==> src/rtl/udma_hyper_evt_router_pkg.sv <==
// udma_hyper_evt_router_pkg: shared direction type, event slot indices and direction update rule
package udma_hyper_evt_router_pkg;
    typedef enum logic [1:0] {
        DIR_UNKNOWN = 2'd0,
        DIR_READ    = 2'd1,
        DIR_WRITE   = 2'd2
    } hyper_dir_e;
    localparam int EVT_RX     = 0;
    localparam int EVT_TX     = 1;
    localparam int EVT_EOT_RD = 2;
    localparam int EVT_EOT_WR = 3;
    localparam int EVT_PER_CH = 4;
    function automatic hyper_dir_e next_dir(hyper_dir_e cur, logic rx, logic tx);
        return (rx && !tx) ? DIR_READ : (tx && !rx) ? DIR_WRITE : cur;
    endfunction
endpackage

==> src/rtl/udma_hyper_evt_rr_arb.sv <==
// udma_hyper_evt_rr_arb: combinational round-robin picker starting the search at ptr_i
// ports: req_i request vector, ptr_i first index to consider,
//        gnt_valid_o any request present, gnt_idx_o chosen index (0 when none)
module udma_hyper_evt_rr_arb #(
    parameter int N = 8,
    parameter int W = $clog2(N)
) (
    input  logic [N-1:0] req_i,
    input  logic [W-1:0] ptr_i,
    output logic         gnt_valid_o,
    output logic [W-1:0] gnt_idx_o
);
    logic [W-1:0] j;
    // scan from the farthest offset down so the closest request to ptr_i wins last
    always_comb begin
        gnt_idx_o = '0;
        j = '0;
        for (int i = N - 1; i >= 0; i--) begin
            j = W'((int'(ptr_i) + i) % N);
            if (req_i[j]) gnt_idx_o = j;
        end
    end
    assign gnt_valid_o = |req_i;
endmodule

==> src/rtl/udma_hyper_evt_router.sv <==
// udma_hyper_evt_router: per-channel HyperBus direction tracking, EOT classification and event serialization
// ports: sys_clk_i/rst_i clock and sync reset; ch_rx/tx/eot_evt_i per-channel input pulses;
//        evt_o registered slot pulses (ch*4+{rx,tx,eot_rd,eot_wr}); evt_valid_o/evt_id_o/evt_ready_i
//        serialized event handshake; dir_o direction per channel; ovf_o/unk_eot_o sticky flags; clr_i clears them
module udma_hyper_evt_router
    import udma_hyper_evt_router_pkg::*;
#(
    parameter int NB_CH     = 2,
    parameter int CNT_WIDTH = 4,
    parameter int EOT_SPLIT = 1
) (
    input  logic                                  sys_clk_i,
    input  logic                                  rst_i,
    input  logic [NB_CH-1:0]                      ch_rx_evt_i,
    input  logic [NB_CH-1:0]                      ch_tx_evt_i,
    input  logic [NB_CH-1:0]                      ch_eot_i,
    output logic [EVT_PER_CH*NB_CH-1:0]           evt_o,
    output logic                                  evt_valid_o,
    output logic [$clog2(EVT_PER_CH*NB_CH)-1:0]   evt_id_o,
    input  logic                                  evt_ready_i,
    output logic [2*NB_CH-1:0]                    dir_o,
    output logic [EVT_PER_CH*NB_CH-1:0]           ovf_o,
    output logic [NB_CH-1:0]                      unk_eot_o,
    input  logic                                  clr_i
);
    localparam int NS = EVT_PER_CH * NB_CH;
    localparam int IW = $clog2(NS);
    hyper_dir_e           dir_q [NB_CH];
    hyper_dir_e           dir_d [NB_CH];
    logic [NS-1:0]        evt_q, evt_d, ovf_q, ovf_d, ovf_set, dec, req;
    logic [NB_CH-1:0]     unk_q, unk_d, unk_set;
    logic [CNT_WIDTH-1:0] cnt_q [NS];
    logic [CNT_WIDTH-1:0] cnt_d [NS];
    logic                 valid_q, valid_d, hs, gnt_valid;
    logic [IW-1:0]        id_q, id_d, ptr_q, ptr_d, gnt_idx;
    // classification looks at the direction after this cycle's rx/tx update
    always_comb begin
        dir_d   = dir_q;
        evt_d   = '0;
        unk_set = '0;
        for (int c = 0; c < NB_CH; c++) begin
            dir_d[c] = next_dir(dir_q[c], ch_rx_evt_i[c], ch_tx_evt_i[c]);
            evt_d[c*EVT_PER_CH+EVT_RX]     = ch_rx_evt_i[c];
            evt_d[c*EVT_PER_CH+EVT_TX]     = ch_tx_evt_i[c];
            evt_d[c*EVT_PER_CH+EVT_EOT_RD] = ch_eot_i[c] && (dir_d[c] == DIR_READ ||
                                             (EOT_SPLIT == 0 && dir_d[c] == DIR_WRITE));
            evt_d[c*EVT_PER_CH+EVT_EOT_WR] = ch_eot_i[c] && EOT_SPLIT != 0 && dir_d[c] == DIR_WRITE;
            unk_set[c] = ch_eot_i[c] && dir_d[c] == DIR_UNKNOWN;
        end
    end
    assign hs = valid_q && evt_ready_i;
    // requests see the handshake decrement but not this cycle's increments, giving two-edge latency
    always_comb begin
        dec     = '0;
        req     = '0;
        ovf_set = '0;
        cnt_d   = cnt_q;
        for (int s = 0; s < NS; s++) begin
            dec[s]     = hs && id_q == IW'(s);
            req[s]     = (cnt_q[s] - CNT_WIDTH'(dec[s])) != '0;
            ovf_set[s] = evt_d[s] && !dec[s] && &cnt_q[s];
            cnt_d[s]   = ovf_set[s] ? cnt_q[s] : cnt_q[s] + CNT_WIDTH'(evt_d[s]) - CNT_WIDTH'(dec[s]);
        end
    end
    assign ptr_d   = hs ? (id_q == IW'(NS - 1) ? '0 : id_q + 1'b1) : ptr_q;
    assign valid_d = (valid_q && !evt_ready_i) ? 1'b1 : gnt_valid;
    assign id_d    = (valid_q && !evt_ready_i) ? id_q : gnt_idx;
    assign ovf_d   = (ovf_q & ~{NS{clr_i}}) | ovf_set;
    assign unk_d   = (unk_q & ~{NB_CH{clr_i}}) | unk_set;
    udma_hyper_evt_rr_arb #(.N(NS)) u_arb (
        .req_i      (req),
        .ptr_i      (ptr_d),
        .gnt_valid_o(gnt_valid),
        .gnt_idx_o  (gnt_idx)
    );
    always_ff @(posedge sys_clk_i) begin
        if (rst_i) begin
            for (int c = 0; c < NB_CH; c++) dir_q[c] <= DIR_UNKNOWN;
            for (int s = 0; s < NS; s++) cnt_q[s] <= '0;
            evt_q   <= '0;
            ovf_q   <= '0;
            unk_q   <= '0;
            valid_q <= 1'b0;
            id_q    <= '0;
            ptr_q   <= '0;
        end else begin
            dir_q   <= dir_d;
            cnt_q   <= cnt_d;
            evt_q   <= evt_d;
            ovf_q   <= ovf_d;
            unk_q   <= unk_d;
            valid_q <= valid_d;
            id_q    <= id_d;
            ptr_q   <= ptr_d;
        end
    end
    always_comb begin
        dir_o = '0;
        for (int c = 0; c < NB_CH; c++) dir_o[2*c +: 2] = dir_q[c];
    end
    assign evt_o       = evt_q;
    assign evt_valid_o = valid_q;
    assign evt_id_o    = id_q;
    assign ovf_o       = ovf_q;
    assign unk_eot_o   = unk_q;
endmodule

==> config.mk <==
export PLATFORM = sky130hd
export DESIGN_NAME = udma_hyper_evt_router
export DESIGN_NICKNAME = d
export VERILOG_FILES = /design/src/rtl/udma_hyper_evt_router_pkg.sv /design/src/rtl/udma_hyper_evt_rr_arb.sv /design/src/rtl/udma_hyper_evt_router.sv
export SDC_FILE = /design/constraint.sdc
export NUM_CORES = 1
export LEC_CHECK = 0
export BUFFER_PORTS_ARGS = -buffer_cell sky130_fd_sc_hd__clkbuf_2
export CAP_MARGIN = 5
export CORE_MARGIN = 4
export CORE_UTILIZATION = 50
export CTS_CLUSTER_DIAMETER = 80
export DETAILED_ROUTE_END_ITERATION = 8
export GPL_ROUTABILITY_DRIVEN = 0
export PLACE_DENSITY = 0.69
export RECOVER_POWER = 100
export SYNTH_ARGS = -nofsm -noshare
export SYNTH_HDL_FRONTEND = slang
export SYNTH_SLANG_ARGS = --single-unit
==> constraint.sdc <==
create_clock -name sys_clk_i -period 5.2 [get_ports sys_clk_i]
set_input_delay 1.56 -clock sys_clk_i [delete_from_list [all_inputs] [get_ports sys_clk_i]]
set_output_delay 1.56 -clock sys_clk_i [all_outputs]
set_load 0.1 [all_outputs]
## After elaboration in Yosys (flattened, before gate mapping)

Cells that the tools add are included.
W data, S select, Z words.

- Multiplexer cells: 31
- Equal/unequal tests: 11
- Reduce and logical (&&, ||, !) cells: 69
- Add/sub/neg operators: 32
- Bitwise gates (word level): 6
- Magnitude comparators: 8

Operators by type and width:

| operator | count |
|---|---|
| $sub A4 B1 Y4 | 16 |
| $logic_and A1 B1 Y1 | 36 |
| $add A4 B1 Y4 | 8 |
| $lt A3 B4 Y1 const B | 8 |
| $reduce_and A4 Y1 | 8 |
| $reduce_bool A4 Y1 | 8 |
| $mux W3 | 10 |
| $bmux W1 S3 | 8 |
| $logic_not A1 Y1 | 13 |
| $add A3 B3 Y3 const B | 4 |
| $eq A3 B3 Y1 const B | 4 |
| $mux W1 | 9 |
| $and A8 B8 Y8 | 1 |
| $mux W2 | 4 |
| $not A8 Y8 | 1 |
| $or A8 B8 Y8 | 1 |
| $reduce_or A8 Y1 | 1 |
| $add A3 B1 Y3 const B | 2 |
| $add A3 B2 Y3 const B | 2 |
| $eq A3 B2 Y1 const B | 2 |
| $eq A2 B1 Y1 const B | 2 |
| $eq A2 B2 Y1 const B | 2 |
| $logic_not A2 Y1 | 2 |
| $eq A3 B1 Y1 const B | 1 |
| 4 further kinds | 4 |

- Logic and storage cells: 173
- Flip-flop bits (word level): 61
- Output and inout bits: 26

## Longest topological paths before layout

Gate-level depths: netlist of run 1.

- Depth in word-level cells: 14
- Mapped depth: 15

## Modules after synthesis

Synthesis of run 1 repeated with hierarchy kept, for this count alone.

- Cells, all modules: 513
- Area, all modules: 4525.6 sq um

Modules (own cells, without submodules):

| module | cells an instance | times used | area an instance (sq um) | sequential area each (sq um) |
|---|---|---|---|---|
| udma_hyper_evt_router | 428 | 1 | 3733.6 | 1221.2 |
| udma_hyper_evt_rr_arb | 85 | 1 | 792.0 | 0.0 |

## Least setup slack after synthesis of run 1

OpenSTA, ideal clock, no wires.

- Path type: input -> register
- Start: in evt_ready_i
- End: reg id_q[0] (netlist: evt_id_o[0])
- Path buffers: 2
- Required time: 5.084 ns
- Stages: 15
- Setup slack: 0.808 ns
- Data arrival time: 4.276 ns
- Library setup time: 0.116 ns
- Cells stage by stage: buf_4 > nand2_1 > nor2_1 > and2_1 > ha_1 > ha_1 > xnor2_1 > o2111ai_1 > or2_0 > clkbuf_1 > mux4_2 > mux2i_4 > o211ai_1 > a311oi_1 > and3b_1

- Longest elaborated chain between the ends: 14

RTL lines:

| what | line | source |
|---|---|---|
| from (decl) | udma_hyper_evt_router.sv:20 | `input logic evt_ready_i,` |
| $logic_and A1 B1 Y1 | udma_hyper_evt_router.sv:51 | `assign hs = valid_q && evt_ready_i;` |
| $logic_and A1 B1 Y1 | udma_hyper_evt_router.sv:59 | `dec[s] = hs && id_q == IW'(s);` |
| $sub A4 B1 Y4 | udma_hyper_evt_router.sv:60 | `req[s] = (cnt_q[s] - CNT_WIDTH'(dec[s])) != '0;` |
| $reduce_bool A4 Y1 | udma_hyper_evt_router.sv:60 |  |
| $bmux W1 S3 | udma_hyper_evt_rr_arb.sv:20 | `if (req_i[j]) gnt_idx_o = j;` |
| $mux W1 (not written as such) | udma_hyper_evt_rr_arb.sv:20 |  |
| $mux W3 (8 in series) | udma_hyper_evt_rr_arb.sv:20 |  |
| to (signal assigned) | udma_hyper_evt_router.sv:93 | `id_q <= id_d;` |
| to (decl) | udma_hyper_evt_router.sv:35 | `logic [IW-1:0] id_q, id_d, ptr_q, ptr_d, gnt_idx;` |

Parallel ways exist; a longest one is shown, timed or not. The select of a mux whose other input is x is not followed.
A chain may end at the register's enable or synchronous reset.

## Worst setup path after layout of run 1

Ends and elaborated chain as after synthesis.

==> impl_metrics.ini, run 1 <==
[cells_and_area]
antenna_cells = 0
fin_nets = 719
area_delta_synth_final_pct = 8.91
final_area_um2 = 5350
final_cell_mix = inv_1, nor2_1, ha_1
drive_gt1_frac = 0.0632

[sta]
fin_setup_tns_ns = 0
setup_violations = 0
relSlewSlack = -0.465
whs_ns = 0.473
slew_viol_final = 48
fin_worst_skew_ns = 0.0107
layout_min_cycle_time_ns = 4.58
max_freq_ghz = 0.218
rsz0062_at_grt = false
tightest_slew_ns = 2.20
setup_slack_ns = 0.616
finalCritPeriodShare = 0.882
hold_viol_final = 0

[run_status]
violations = max-capacitance violations, max-slew violations
status = complete, but fails checks

[yosys]
ys_types = 62
synth_area_leaders = dfxtp_1, ha_1, inv_1, nor2_1, a21oi_1
synth_ff_type = dfxtp_1
synth_top_area_frac = 0.248
ys_ff_latch = 61
syn_inst = 597
postSynthAreaPerCell_um2 = 8.23
synth_area_um2 = 4910
yosysWarningCount = 0
ys_seq_area_frac = 0.248
synth_edf_count = 0
yosysTopAreaCell = dfxtp_1
synth_nets = 688
synthArstFlopShare = 0

[placement]
portBuffers = 35
placed_area_um2 = 5190
post-place-ws_ns = 0.417
hpwl_um = 8600

[clock_tree]
holdBufCountCts = 0
numCtsBuffers = 9
root_buffer = clkbuf_8
clkTransAtPathRegs_ns = 0.07
clk_latency_ns = 0.34
cts_resized = 0
clock-sinks = 61
cts_tree = done
post_cts_buffers = 0
h-tree-depth = 3
clockBufferDepth = 2

[power]
power_mw = 2.73
p_per_area_nw_per_um2 = 509
ir_worst_vdd_v = 0.000229
leakage_nw = 2.30

[floorplanning]
die_height_um = 107
die_area_um2 = 11500
chipWidth_um = 107
row_count = 35
initial_utilization = 0.522
pin_count = 36
core_area_um2 = 9420

[worst_setup_path]
cp_cell_sequence = clkbuf_2 > nand2_1 > nor2_1 > and2_0 > ha_1 > inv_1 > ha_1 > inv_1 > o2111ai_1 > mux2i_1 > o221ai_1 > a32oi_1 > o211ai_1 > a311oi_1 > and3b_1
worstReg2RegStart = evt_id_o[0]$_SDFFE_PP0N_
cp_slowest_cell = mux2i_1
crit_arrival_ns = 4.82
cp.depth = 15
crit_path_end = evt_id_o[0]$_SDFFE_PP0N_
cp-start-kind = primary input
crit_type = in2reg
slowest_delay_ns = 0.51
rr_worst_depth = 14
regToRegEndpoint = evt_id_o[0]$_SDFFE_PP0N_
r2r_slack_ns = 1.40
crit_start = evt_ready_i
cp-end-kind = register
cp_data_required_time_ns = 5.43
cp_num_buf_inv = 3
path_delay_family = compound AO/OA/AOI/OAI gates
crit_fanout = 12

[hold_path]
hp-start = ovf_o[6]$_SDFF_PP0_
hp-class = reg2reg

[route]
vias_per_cell = 5.62
route.detailed.drc = 0
drt_iter0_drc = 365
vias = 4281
wl_per_cell_um = 14.8
drtAntennaViolNets = 0
wl_um = 11300
dr.pass1.iters = 5

[run]
drv_cap = 1

[global_routing]
grt_pass1_wl_um = 19600
antenna_found_initial = 0
grt_remaining_overflow = 0
grt_usage = 0.207
grt_pass1_vias = 4163
grt_max_degree = 48
## stage by stage
| stage | util | instances |
|---|---|---|
| after floorplan | - | 597 |
| after global placement | 0.551 | 746 |
| after detailed placement | 0.551 | 746 |
| after CTS | 0.573 | 762 |
| after global routing | 0.569 | 762 |
| final | 0.569 | 762 |
## power by group
group | internal, mW | switching, mW | total (mW)
Clock | 0.223 | 0.211 | 0.434
Combinational | 0.649 | 1.00 | 1.65
Sequential | 0.553 | 0.0893 | 0.642
## cells by family after synthesis
group / count (synthesis) / share of synthesized area
xor gates and xnor gates: 29 / 0.0532
DFF: 61 / 0.248
muxes: 12 / 0.0300
and+or+nand+nor: 176 / 0.178
AOI/OAI and AO/OA: 141 / 0.194
buffers and inverters: 97 / 0.0776
adders and majority gates: 81 / 0.218
## worst min-delay path by stage
stage | end | slack (ns) | cells past startpoint
after global routing | ovf_o[7]$_SDFF_PP0_ | 0.50 | 2
after floorplan | cnt_q[15]$_SDFFE_PP0N_ | 0.48 | 2
after CTS | ovf_o[6]$_SDFF_PP0_ | 0.47 | 2
after global placement | ovf_o[7]$_SDFF_PP0_ | 0.45 | 2
final | ovf_o[6]$_SDFF_PP0_ | 0.47 | 2
after detailed placement | ovf_o[6]$_SDFF_PP0_ | 0.46 | 2
## tightest hold or removal path, stage by stage, from the launching register on
cell	delay [ns]
dfxtp_1	0.31
nand2_1	0.06
a21oi_1	0.06
## flip-flops by register name, summed over array words and instances (netlist names)
| signal | flops |
|---|---|
| evt_o | 8 |
| dir_o | 4 |
| evt_valid_o | 1 |
| ovf_o | 8 |
| cnt_q | 32 |
| evt_id_o | 3 |
| unk_eot_o | 2 |
| ptr_q | 3 |
## synthesized netlist by cell type, drive strengths merged (7+ instances only)
cell type and instances:
xor2 7, mux2i 9, dfxtp 61, a211oi 19, nand3 12, fa 8
o2111ai 12, o211ai 7, xnor2 22, nor2 77, o21ai 13, nor4 8
clkbuf 13, nand2 25, nand2b 8, and2 9, inv 77, a21oi 47
ha 73, and3 9
## metal layers
layer | part of all wire | track usage | vias to the layer above
met4 | 0.021 | 0.0740 | 0
met1 | 0.45 | 0.266 | 1971
li1 | - | - | 2149
met3 | 0.060 | 0.0427 | 27
met2 | 0.47 | 0.342 | 134
met5 | 0 | 0 | -
## final cells by class
class	instances	area (um^2)
Inverter	78	293
Multi-Input combinational cell	439	3310
Clock inverter	7	75.1
Sequential cell	61	1220
Tap cell	129	161
Fill cell	869	4060
Clock buffer	9	124
Timing Repair Buffer	39	166
Note: power is estimated with default switching activity, not from simulation.
==> run 2: changes to the inputs <==
--- a/config.mk
+++ b/config.mk
@@ -5,14 +5,14 @@
 export SDC_FILE = /design/constraint.sdc
 export NUM_CORES = 1
 export LEC_CHECK = 0
-export BUFFER_PORTS_ARGS = -buffer_cell sky130_fd_sc_hd__clkbuf_2
 export CAP_MARGIN = 5
 export CORE_MARGIN = 4
 export CORE_UTILIZATION = 50
 export CTS_CLUSTER_DIAMETER = 80
 export DETAILED_ROUTE_END_ITERATION = 8
+export DONT_BUFFER_PORTS = 1
 export GPL_ROUTABILITY_DRIVEN = 0
-export PLACE_DENSITY = 0.69
+export PLACE_DENSITY = 0.66
 export RECOVER_POWER = 100
 export SYNTH_ARGS = -nofsm -noshare
 export SYNTH_HDL_FRONTEND = slang
==> run 2 against run 1 <==
Net effect: the flow now finishes without violations; core utilization down 1.3 points; via count down 2.9%; sequential share of layout area up 0.53 points; largest cell class unchanged.
==> impl_metrics.ini, run 2 (synthesized netlist as in run 1, its figures left out) <==
[sta]
hold_viol_final = 0
rsz0062_at_grt = false
tightest_slew_ns = 1.17
finalCritPeriodShare = 0.863
setup_slack_ns = 0.714
relSlewSlack = 0.216
fin_setup_tns_ns = 0
max_freq_ghz = 0.223
layout_min_cycle_time_ns = 4.49
whs_ns = 0.526
fin_worst_skew_ns = 0.0134
slew_viol_final = 0
setup_violations = 0

[cells_and_area]
drive_gt1_frac = 0.0550
final_area_um2 = 5230
fin_nets = 686
largest_register_ffs = 32
fillerInstances = 856
regMostFlops = cnt_q
instances_no_fill = 729
fin_util = 0.555
antenna_cells = 0
final_cell_mix = inv_1, nor2_1, ha_1
area_delta_synth_final_pct = 6.42

[floorplanning]
pin_count = 36
chipWidth_um = 107
die_height_um = 107
row_count = 35
die_area_um2 = 11500
core_area_um2 = 9420
initial_utilization = 0.522

[clock_tree]
root_buffer = clkbuf_8
clockBufferDepth = 2
clkTransAtPathRegs_ns = 0.07
post_cts_buffers = 0
clock-sinks = 61
cts_resized = 0
holdBufCountCts = 0
h-tree-depth = 3
numCtsBuffers = 9
cts_tree = done
clk_latency_ns = 0.34

[worst_setup_path]
path_delay_family = compound AO/OA/AOI/OAI gates
cp_slowest_cell = nor3_1
crit_arrival_ns = 4.73
worstReg2RegStart = evt_id_o[1]$_SDFFE_PP0N_
cp_cell_sequence = nand2_1 > nor2_1 > and2_0 > ha_1 > inv_1 > ha_1 > inv_1 > o2111ai_1 > o22ai_1 > nor3_1 > o21ai_0 > o311ai_0 > o311ai_1 > a311oi_1
rr_worst_depth = 16
slowest_delay_ns = 0.62
crit_fanout = 12
cp-start-kind = primary input
regToRegEndpoint = evt_id_o[1]$_SDFFE_PP0N_
cp-end-kind = register
cp_data_required_time_ns = 5.45
cp_num_buf_inv = 2
r2r_slack_ns = 1.06
crit_type = in2reg

[hold_path]
whs_path_depth = 2
hp-class = reg2reg
hold_end = ptr_q[1]$_SDFF_PP0_
hp-start = ptr_q[1]$_SDFF_PP0_

[route]
vias = 4155
drt_iter0_drc = 300
wl_per_cell_um = 15.5
vias_per_cell = 5.70
drtAntennaViolNets = 0
wl_um = 11300
route.detailed.drc = 0
dr.pass1.iters = 7

[global_routing]
grt_pass1_vias = 4070
grt_pass1_wl_um = 19200
antenna_found_initial = 0
grt_max_degree = 62
grt_remaining_overflow = 0
grt_usage = 0.205

[placement]
hpwl_um = 8480
post-place-cells = 713
portBuffers = 0
post-place-ws_ns = 0.640
placed_area_um2 = 5030

[power]
power_mw = 2.73
p_sw_frac = 0.471
p_sw_mw = 1.28
ir_worst_vdd_v = 0.000213
pwr-share-seq = 0.250
clockPowerShare = 0.165
p_per_area_nw_per_um2 = 522
p_int_mw = 1.44
power_frac_comb = 0.585
leakage_nw = 2.25

[run]
drv_cap = 0

[run_status]
status = complete, no violations
-- run 2: cell types whose count changed in the layout (fill, tap and decap cells not counted), moves of 2 or more --
cell      before  now
clkbuf_8       9   11
and2_0         3    7
clkbuf_1      29    2
clkbuf_2       7    0
and2_1         6    2
-- run 2: per-layer routing --
| metal | part of all wire | global-route usage | vias to the layer above |
|---|---|---|---|
| li1 | - | - | 2084 |
| met1 | 0.46 | 0.258 | 1921 |
| met2 | 0.46 | 0.346 | 123 |
| met3 | 0.056 | 0.0458 | 27 |
| met4 | 0.019 | 0.0676 | 0 |
| met5 | 0 | 0 | - |
-- run 2: cell type report --
cell class | instances | area (um^2) | share of cell area
flip-flops and latches | 61 | 1220 | 0.233
clock inverters | 5 | 58.8 | 0.0112
well taps | 129 | 161 | 0.0309
multi-input cells | 439 | 3310 | 0.632
inverters | 78 | 293 | 0.0560
clock buffers | 11 | 151 | 0.0289
repair buffers | 6 | 37.5 | 0.00718
-- run 2: power groups by stage --
| stage | clock [mW] | sequential, mW | combinational [mW] |
|---|---|---|---|
| 3_5_place_dp | 0 | 0.692 | 1.57 |
| 4_1_cts | 0.461 | 0.682 | 1.58 |
| 6_report | 0.450 | 0.683 | 1.60 |
| 2_1_floorplan | 0 | 0.734 | 1.22 |
| 3_3_place_gp | 0 | 0.688 | 1.53 |
| 5_1_grt | 0.480 | 0.695 | 1.79 |
-- run 2: worst max-delay path by stage --
stage                     start                  endpoint  cells after the start
floorplan           evt_ready_i  evt_id_o[0]$_SDFFE_PP0N_                     15
global placement    evt_ready_i  evt_id_o[0]$_SDFFE_PP0N_                     14
detailed placement  evt_ready_i  evt_id_o[0]$_SDFFE_PP0N_                     14
CTS                 evt_ready_i  evt_id_o[0]$_SDFFE_PP0N_                     14
global route        evt_ready_i  evt_id_o[1]$_SDFFE_PP0N_                     14
finish              evt_ready_i  evt_id_o[1]$_SDFFE_PP0N_                     14
-- run 2: worst min-delay path: cells and delay by family, from the launching register on --
kind | cells | cell delay (ns)
and+or+nand+nor | 1 | 0.09
AOI/OAI and AO/OA | 1 | 0.07
DFF | 1 | 0.32
==> run 3: changes to the inputs <==
==> constraint.sdc (replaced) <==
create_clock -name sys_clk_i -period 5.05 [get_ports sys_clk_i]
set_input_delay 1.515 -clock sys_clk_i [delete_from_list [all_inputs] [get_ports sys_clk_i]]
set_output_delay 1.515 -clock sys_clk_i [all_outputs]
set_load 0.1 [all_outputs]
==> run 3 against run 2 <==
Net effect: final cell count unchanged; first-iteration DRC count grew 6.3%; routed wire length down 2.5%; cell area is 0.22% lower; register-to-register slack improved by 0.06 ns; flip-flop and latch count is the same; die area did not move; clock skew is 0.0014 ns lower; sequential share of layout area increased by 0.050 points; sequential power grew 3.2%; combinational power is essentially flat; non-clock buffer count is the same; critical endpoint unchanged; highest routed layer unchanged.
==> impl_metrics.ini, run 3 (synthesized netlist as in run 1, its figures left out) <==
[clock_tree]
cts_tree = done
clk_latency_ns = 0.35
cts_resized = 0
clockBufferDepth = 2
holdBufCountCts = 0
root_buffer = clkbuf_8
clkTransAtPathRegs_ns = 0.07
numCtsBuffers = 9
h-tree-depth = 3
post_cts_buffers = 0
clock-sinks = 61

[floorplanning]
row_count = 35
chipWidth_um = 107
initial_utilization = 0.522
core_area_um2 = 9420
die_area_um2 = 11500
die_height_um = 107
pin_count = 36

[route]
route.detailed.drc = 0
wl_um = 11000
dr.pass1.iters = 4
wl_per_cell_um = 15.1
drtAntennaViolNets = 0
vias_per_cell = 5.65
vias = 4116
drt_iter0_drc = 319

[cells_and_area]
fin_nets = 686
final_cell_mix = inv_1, nor2_1, ha_1
fillerInstances = 855
antenna_cells = 0
instances_no_fill = 729
regMostFlops = cnt_q
largest_register_ffs = 32
area_delta_synth_final_pct = 6.19
drive_gt1_frac = 0.0500

[power]
p_int_mw = 1.48
p_sw_mw = 1.29
ir_worst_vdd_v = 0.000253
power_frac_comb = 0.586
p_per_area_nw_per_um2 = 532
p_sw_frac = 0.466
clockPowerShare = 0.161
pwr-share-seq = 0.254
leakage_nw = 2.25

[run_status]
status = complete, no violations

[worst_setup_path]
regToRegEndpoint = evt_id_o[1]$_SDFFE_PP0N_
crit_start = evt_ready_i
crit_type = in2reg
crit_path_end = evt_id_o[1]$_SDFFE_PP0N_
rr_worst_depth = 12
worstReg2RegStart = evt_id_o[0]$_SDFFE_PP0N_
r2r_slack_ns = 1.12
crit_fanout = 12
cp-start-kind = primary input
cp-end-kind = register
crit_arrival_ns = 4.66
cp_data_required_time_ns = 5.30

[sta]
finalCritPeriodShare = 0.873
fin_setup_tns_ns = 0
rsz0062_at_grt = false
hold_viol_final = 0
whs_ns = 0.494
tightest_slew_ns = 1.16
max_freq_ghz = 0.227
relSlewSlack = 0.225
slew_viol_final = 0
layout_min_cycle_time_ns = 4.41
setup_violations = 0
fin_worst_skew_ns = 0.0120

[placement]
portBuffers = 0
post-place-cells = 713
hpwl_um = 8290

[global_routing]
grt_pass1_vias = 4056
grt_max_degree = 62
grt_remaining_overflow = 0
antenna_found_initial = 0
grt_usage = 0.203
grt_pass1_wl_um = 19000

[hold_path]
hp-class = reg2reg
hp-start = ptr_q[1]$_SDFF_PP0_

[run]
drv_cap = 0
[run 3: cell count changes in the layout (fill, tap and decap cells not counted), sizes merged]
cell and change:
clkbuf +3, clkinvlp -2, buf -1
[run 3: per-stage QoR]
stage,util,cell area (um^2),power (mW),setup WS (ns)
2_1_floorplan,-,4910,2.01,0.703
3_3_place_gp,0.534,5030,2.29,0.717
3_5_place_dp,0.534,5030,2.32,0.586
4_1_cts,0.556,5240,2.78,0.958
5_1_grt,0.554,5220,3.03,0.302
6_report,0.554,5220,2.78,0.640
[run 3: metal layers]
metal,track usage,wire [um]
met1,0.256,5120
met2,0.334,5080
met3,0.0632,641
met4,0.0575,153
met5,0,0
[run 3: how the worst min path moves through the flow]
stage | end | slack [ns] | cells after the start
after floorplan | cnt_q[15]$_SDFFE_PP0N_ | 0.48 | 2
after global placement | ptr_q[1]$_SDFF_PP0_ | 0.47 | 2
after detailed placement | ptr_q[1]$_SDFF_PP0_ | 0.48 | 2
after CTS | ptr_q[1]$_SDFF_PP0_ | 0.50 | 2
after global routing | ptr_q[1]$_SDFF_PP0_ | 0.53 | 2
final | ptr_q[1]$_SDFF_PP0_ | 0.49 | 2
[run 3: worst max-delay path, stage by stage]
cell	delay, ns
nand2_1	0.07
nor2_1	0.14
and2_0	0.19
ha_1	0.27
inv_1	0.07
ha_1	0.29
inv_1	0.04
o2111ai_1	0.32
o22ai_1	0.19
nor3_1	0.58
o21ai_0	0.21
o311ai_0	0.33
o311ai_1	0.17
a311oi_1	0.28
[run 3: area by class of cell]
cell class / instances / area (um^2) / area share
flip-flops and latches: 61 / 1220 / 0.234
clock buffers: 13 / 159 / 0.0304
clock inverters: 3 / 43.8 / 0.00839
multi-input cells: 439 / 3310 / 0.634
inverters: 78 / 293 / 0.0561
repair buffers: 6 / 33.8 / 0.00647
well taps: 129 / 161 / 0.0309
[run 3: power by group through the flow]
stage / clock network (mW) / logic [mW] / registers [mW]
after global placement: 0 / 1.58 / 0.713
after CTS: 0.461 / 1.62 / 0.704
after detailed placement: 0 / 1.61 / 0.713
after global routing: 0.488 / 1.83 / 0.717
final: 0.447 / 1.63 / 0.705
after floorplan: 0 / 1.25 / 0.755
